<file path="config.mk">
export PLATFORM = sky130hd
export DESIGN_NAME = temporizador_regressivo
export DESIGN_NICKNAME = d
export VERILOG_FILES = /design/src/rtl/temporizador_regressivo_pkg.sv /design/src/rtl/temporizador_regressivo_disp.sv /design/src/rtl/temporizador_regressivo_tick.sv /design/src/rtl/temporizador_regressivo.sv
export SDC_FILE = /design/constraint.sdc
export NUM_CORES = 1
export LEC_CHECK = 0
export BUFFER_PORTS_ARGS = -buffer_cell sky130_fd_sc_hd__clkbuf_2
export CORE_MARGIN = 3
export CORE_UTILIZATION = 50
export DETAILED_ROUTE_END_ITERATION = 12
export HOLD_SLACK_MARGIN = 0.1
export PLACE_DENSITY = 0.67
export SLEW_MARGIN = 20
export SYNTH_ARGS = -nofsm -noshare
export SYNTH_HDL_FRONTEND = slang
export SYNTH_SLANG_ARGS = --single-unit
</file>
<file path="constraint.sdc">
create_clock -name clk_50 -period 13.9 [get_ports clk_50]
set_clock_uncertainty 0.05 [all_clocks]
set_input_delay 0.695 -clock clk_50 [delete_from_list [all_inputs] [get_ports clk_50]]
set_output_delay 0.695 -clock clk_50 [all_outputs]
set_load 0.02 [all_outputs]
</file>
<file path="src/rtl/temporizador_regressivo_pkg.sv">
// Shared types and defaults for the countdown timer.
// State encoding plus default prescaler and ceiling values.
package temporizador_regressivo_pkg;

  typedef enum logic [1:0] {
    ST_IDLE    = 2'd0,
    ST_RUN     = 2'd1,
    ST_PAUSED  = 2'd2,
    ST_EXPIRED = 2'd3
  } state_t;

  localparam int CLK_DIV_DEF = 50000000;
  localparam int MAX_SEG_DEF = 999;

endpackage

</file>
<file path="src/rtl/temporizador_regressivo_disp.sv">
// Display path: binary to BCD and BCD to 7-segment.
// Segments are active-low, bit order gfedcba.
module bin2bcd (
  input  logic [9:0]  bin,
  output logic [3:0]  d0,
  output logic [3:0]  d1,
  output logic [3:0]  d2
);

  logic [21:0] w_sh;

  always_comb begin
    w_sh = {12'd0, bin};
    for (int i = 0; i < 10; i++) begin
      if (w_sh[13:10] > 4'd4) w_sh[13:10] = w_sh[13:10] + 4'd3;
      if (w_sh[17:14] > 4'd4) w_sh[17:14] = w_sh[17:14] + 4'd3;
      if (w_sh[21:18] > 4'd4) w_sh[21:18] = w_sh[21:18] + 4'd3;
      w_sh = {w_sh[20:0], 1'b0};
    end
  end

  assign d0 = w_sh[13:10];
  assign d1 = w_sh[17:14];
  assign d2 = w_sh[21:18];

endmodule

module cb7s (
  input  logic [3:0] bcd,
  output logic [6:0] seg
);

  always_comb begin
    unique case (bcd)
      4'd0:    seg = 7'b1000000;
      4'd1:    seg = 7'b1111001;
      4'd2:    seg = 7'b0100100;
      4'd3:    seg = 7'b0110000;
      4'd4:    seg = 7'b0011001;
      4'd5:    seg = 7'b0010010;
      4'd6:    seg = 7'b0000010;
      4'd7:    seg = 7'b1111000;
      4'd8:    seg = 7'b0000000;
      4'd9:    seg = 7'b0010000;
      default: seg = 7'b1111111;
    endcase
  end

endmodule

</file>
<file path="src/rtl/temporizador_regressivo_tick.sv">
// One-second prescaler for the countdown timer.
// Holds its count while disabled; tick is high on the wrap cycle.
module gerador_tick #(
  parameter int CLK_DIV = 50000000
) (
  input  logic clk_50,
  input  logic reset,
  input  logic clear,
  input  logic enable,
  output logic tick
);

  localparam int CW = (CLK_DIV > 2) ? $clog2(CLK_DIV) : 1;
  localparam logic [CW-1:0] LAST = CW'(CLK_DIV - 1);

  logic [CW-1:0] r_cnt;
  logic          w_last;

  assign w_last = (r_cnt == LAST);
  assign tick   = enable && w_last;

  always_ff @(posedge clk_50) begin
    if (reset || clear) begin
      r_cnt <= '0;
    end else if (enable) begin
      r_cnt <= w_last ? '0 : r_cnt + 1'b1;
    end
  end

endmodule

</file>
<file path="src/rtl/temporizador_regressivo.sv">
// Countdown timer 0..MAX_SEG seconds with pause/resume,
// latched expiry, one-cycle done pulse and 3-digit display.
module temporizador_regressivo
  import temporizador_regressivo_pkg::*;
#(
  parameter int CLK_DIV = CLK_DIV_DEF,
  parameter int MAX_SEG = MAX_SEG_DEF
) (
  input  logic       clk_50,
  input  logic       reset,
  input  logic       load,
  input  logic [9:0] load_val,
  input  logic       start,
  input  logic       pause,
  output logic [9:0] t_seg,
  output logic       running,
  output logic       expired,
  output logic       done,
  output logic [6:0] s0,
  output logic [6:0] s1,
  output logic [6:0] s2
);

  localparam logic [9:0] MAXV = 10'(MAX_SEG);

  state_t     r_state;
  logic [9:0] r_t;
  logic       r_expired;
  logic       r_done;
  logic       w_tick;
  logic       w_en;
  logic [9:0] w_ld;
  logic [3:0] w_d0, w_d1, w_d2;

  assign w_ld = (load_val > MAXV) ? MAXV : load_val;
  // load and pause both suppress the tick in their cycle
  assign w_en = (r_state == ST_RUN) && !load && !pause;

  gerador_tick #(.CLK_DIV(CLK_DIV)) u_tick (
    .clk_50 (clk_50),
    .reset  (reset),
    .clear  (load),
    .enable (w_en),
    .tick   (w_tick)
  );

  always_ff @(posedge clk_50) begin
    if (reset) begin
      r_state   <= ST_IDLE;
      r_t       <= '0;
      r_expired <= 1'b0;
      r_done    <= 1'b0;
    end else begin
      r_done <= 1'b0;
      if (load) begin
        r_t       <= w_ld;
        r_state   <= ST_IDLE;
        r_expired <= 1'b0;
      end else begin
        unique case (r_state)
          ST_IDLE: begin
            if (!pause && start && r_t != '0) r_state <= ST_RUN;
          end
          ST_RUN: begin
            if (pause) begin
              r_state <= ST_PAUSED;
            end else if (w_tick) begin
              if (r_t == 10'd1) begin
                r_t       <= '0;
                r_state   <= ST_EXPIRED;
                r_expired <= 1'b1;
                r_done    <= 1'b1;
              end else begin
                r_t <= r_t - 10'd1;
              end
            end
          end
          ST_PAUSED: begin
            if (start && !pause) r_state <= ST_RUN;
          end
          ST_EXPIRED: begin
            r_t <= '0;
          end
          default: r_state <= ST_IDLE;
        endcase
      end
    end
  end

  assign t_seg   = r_t;
  assign running = (r_state == ST_RUN);
  assign expired = r_expired;
  assign done    = r_done;

  bin2bcd u_bcd (.bin(r_t), .d0(w_d0), .d1(w_d1), .d2(w_d2));
  cb7s u_s0 (.bcd(w_d0), .seg(s0));
  cb7s u_s1 (.bcd(w_d1), .seg(s1));
  cb7s u_s2 (.bcd(w_d2), .seg(s2));

endmodule
</file>
==> impl_results.md <==
- Status: finished, final reports clean
- Post-CTS Setup Repair Bufs: 0
- Sequential area share after synthesis: 18.2%
- Share of cells above drive strength 1: between 10% and 20%
- Ranking of synthesized cells by area: dfxtp_1, ha_1, nor2_1, nand2_1, xnor2_1
- Mean Syn Cell Area: 7.33 µm²
- Post-Syn Area: 4400 µm²
- Via count: approximately 4600
- H-tree Lvls: 2
- Synth Instances: 600
- DRC Markers: 0
- RSZ-0062 raised after global routing: false
- Vias in the first global route: 4130
- TNS Setup: 0 ps
- TritonCTS clock tree: built
- Max-cap violations: 0
- Initial core utilization: a little over half
- Port Buffer Count: 48
- EDFF count, synth: 0
- Grt ovf: 0
- DP Wirelength: 8370 µm
- Fin crit share: 53.0%
- Placer Congestion: 0.945
- Slew HR: 26.1%
- Clk_lat worst skew: 300 ps
- Crit path required time: 13150 ps
- Switching Power: 501 µW
- Int Power: 426 µW
- VDD IR max: roughly 280 µV
- Sink Count: 40
- Routed WL: 11200 µm
- Worst Path Class, Setup: reg -> out
- Post-cts resize count: 0
- Switching share of power: around 54%
- Setup-failing EPs final: 0
- Die Area: 9960 µm²
- Initial DRC count: 285
- Drt wl/cell: 15.3 µm
- Final Hold Viols: 0
- Power per cell area: 194 nW/µm²
- Total CTS buffers: 5
- Setup crit start kind: register
- Seq cells post-synth: 40
- Gr usage total: 22.2%
- Antenna Cells: 0
- Final net count: 668
- Most frequent cells in the layout: nor2_1, nand2_1, clkbuf_2
- Final min period: 7370 ps
- Critical-path maximum fanout: 10
- Final instance area: ~4800 µm²
- Total power: ~900 µW
- Clock power share: 10.7%
- Worst-Margin Slew: approximately 1100 ps
- Syn. warnings: 0
- Initial antenna violation count: 0
- Largest net degree at the start of global routing: 24
- Clk slew on worst S/H paths: 80 ps
- HP Class: reg -> reg
- Fmax: 136 MHz
- Drt pass-1 iters: 4
- Placement Cell Area: 4650 µm²
- Clock Tree Buf Depth: 2
- Die Wd: 99.8 µm
- Seq pwr share: 13.4%
- Combinational power share: 75.9%
- Syn_nets: roughly 640
- Primary FF master, synth: dfxtp_1
- Via/cell ratio: 6.29
- Setup crit end kind: output port
- Synth async-reset ratio: 0%
- Commonest non-fill, non-tap cell in the layout: nor2_1
- Core box area: 8380 µm²
- Post-route ant nets: 0
- Critical path arrival: 6620 ps
- Cell taking the most area after synthesis: dfxtp_1
- Ports: 49
- Synth top area share: between 10% and 20%
- Syn-to-layout area delta: 8.45%
- Global-route wire length before repair: 19100 µm
- Fin. max-slew vios: 0
- Row Count: 33
- Pleak: 1.88 nW
- Cts hold-fix bufs: 0
- Root buffer cell: clkbuf_8
- Count of cell types in the netlist: 80
- Die height: about 100 µm
- Finished Layout Cells: 732
- Placed cells: 724
[sequential cells by signal (all words and copies together), names as in the netlist]
name          cells
done              1
expired           1
t_seg            10
u_tick.r_cnt     26
r_state           2
[logic make-up (layout without fill, tap and decap cells)]
family	after synthesis	count (layout)	share of synthesized area, %
xor gates and xnor gates	38	38	7.74
muxes	16	16	4.30
buffers and inverters	58	85	5.18
DFF	40	40	18.2
and+or+nand+nor	228	228	24.7
AOI/OAI and AO/OA	193	193	32.2
adders and majority gates	27	27	7.68
[area by class of cell]
type,instances,area (µm²)
clock inverter,3,46.3
clock buffer,5,68.8
tap,105,131
timing repair buffer,49,248
inverter,28,105
multi-input combinational,502,3370
fill,796,3610
sequential,40,801
[path summary, 6_finish.rpt]
path	slack [ps]	endpoint	startpoint	cells after the start
max	6530	s2[3]	t_seg[7]	25
min	420	expired	expired	1
max reg2reg	10910	u_tick.r_cnt[23]	r_state[0]	11
min reg2reg	420	expired	expired	1
[metrics by stage]
stage	util, %	worst slack (ps)	hold slack (ps)
floorplan	-	7610	421
global placement	55.5	7110	403
detailed placement	55.5	6930	413
CTS	56.9	6580	433
global route	56.9	5910	448
finish	56.9	6530	425
[layer usage]
| layer | up-vias | routed length, µm | global-route usage, % |
|---|---|---|---|
| met5 | - | 0 | 0 |
| met4 | 0 | 63 | 3.78 |
| met3 | 7 | 626 | 3.34 |
| met2 | 135 | 5020 | 34.0 |
| met1 | 2163 | 5520 | 33.2 |
| li1 | 2301 | - | - |
[worst max-delay path: stages (launching register included)]
cell and delay, ps:
dfxtp_1 480, inv_1 140, ha_1 280, inv_1 100
ha_1 230, xor2_2 460, o2111ai_1 210, a31oi_1 240
a2111o_1 230, ha_1 240, inv_1 80, ha_1 210
xnor2_1 700, nand2_1 180, and4_1 240, a221o_1 270
a221oi_1 410, inv_1 90, ha_1 230, inv_1 80
ha_1 170, xnor2_1 220, inv_1 110, ha_1 330
o221ai_1 200, clkbuf_2 200
[cells in the mapped netlist, types with 4 or more instances]
library cell,count
nor2_1,67
nand2_1,57
dfxtp_1,40
a21oi_1,33
o21ai_0,30
ha_1,27
inv_1,26
nand3_1,22
clkbuf_1,20
xnor2_1,19
xor2_1,18
nor3_1,16
nand4_1,15
a31oi_1,14
and3_1,12
o22ai_1,10
mux2i_1,8
nand2b_1,8
o211ai_1,8
nor2b_1,7
o21a_1,7
o221ai_1,7
a221oi_1,6
o21ai_1,6
a21o_1,5
a22oi_1,5
and2_1,5
buf_2,5
nor4_1,5
or3_1,5
a211oi_1,4
and4_1,4
buf_1,4
mux2_2,4
o2111ai_1,4
o22a_1,4
[power by group through the flow]
stage                     combinational (mW)  sequential, mW  clock (mW)
after floorplan                        0.542           0.125           0
after global placement                 0.687           0.127           0
after detailed placement               0.694           0.127           0
after CTS                              0.697           0.124       0.101
after global routing                   0.771           0.125       0.105
final                                  0.703           0.124      0.0996
Note: power is estimated with default switching activity, not from simulation.
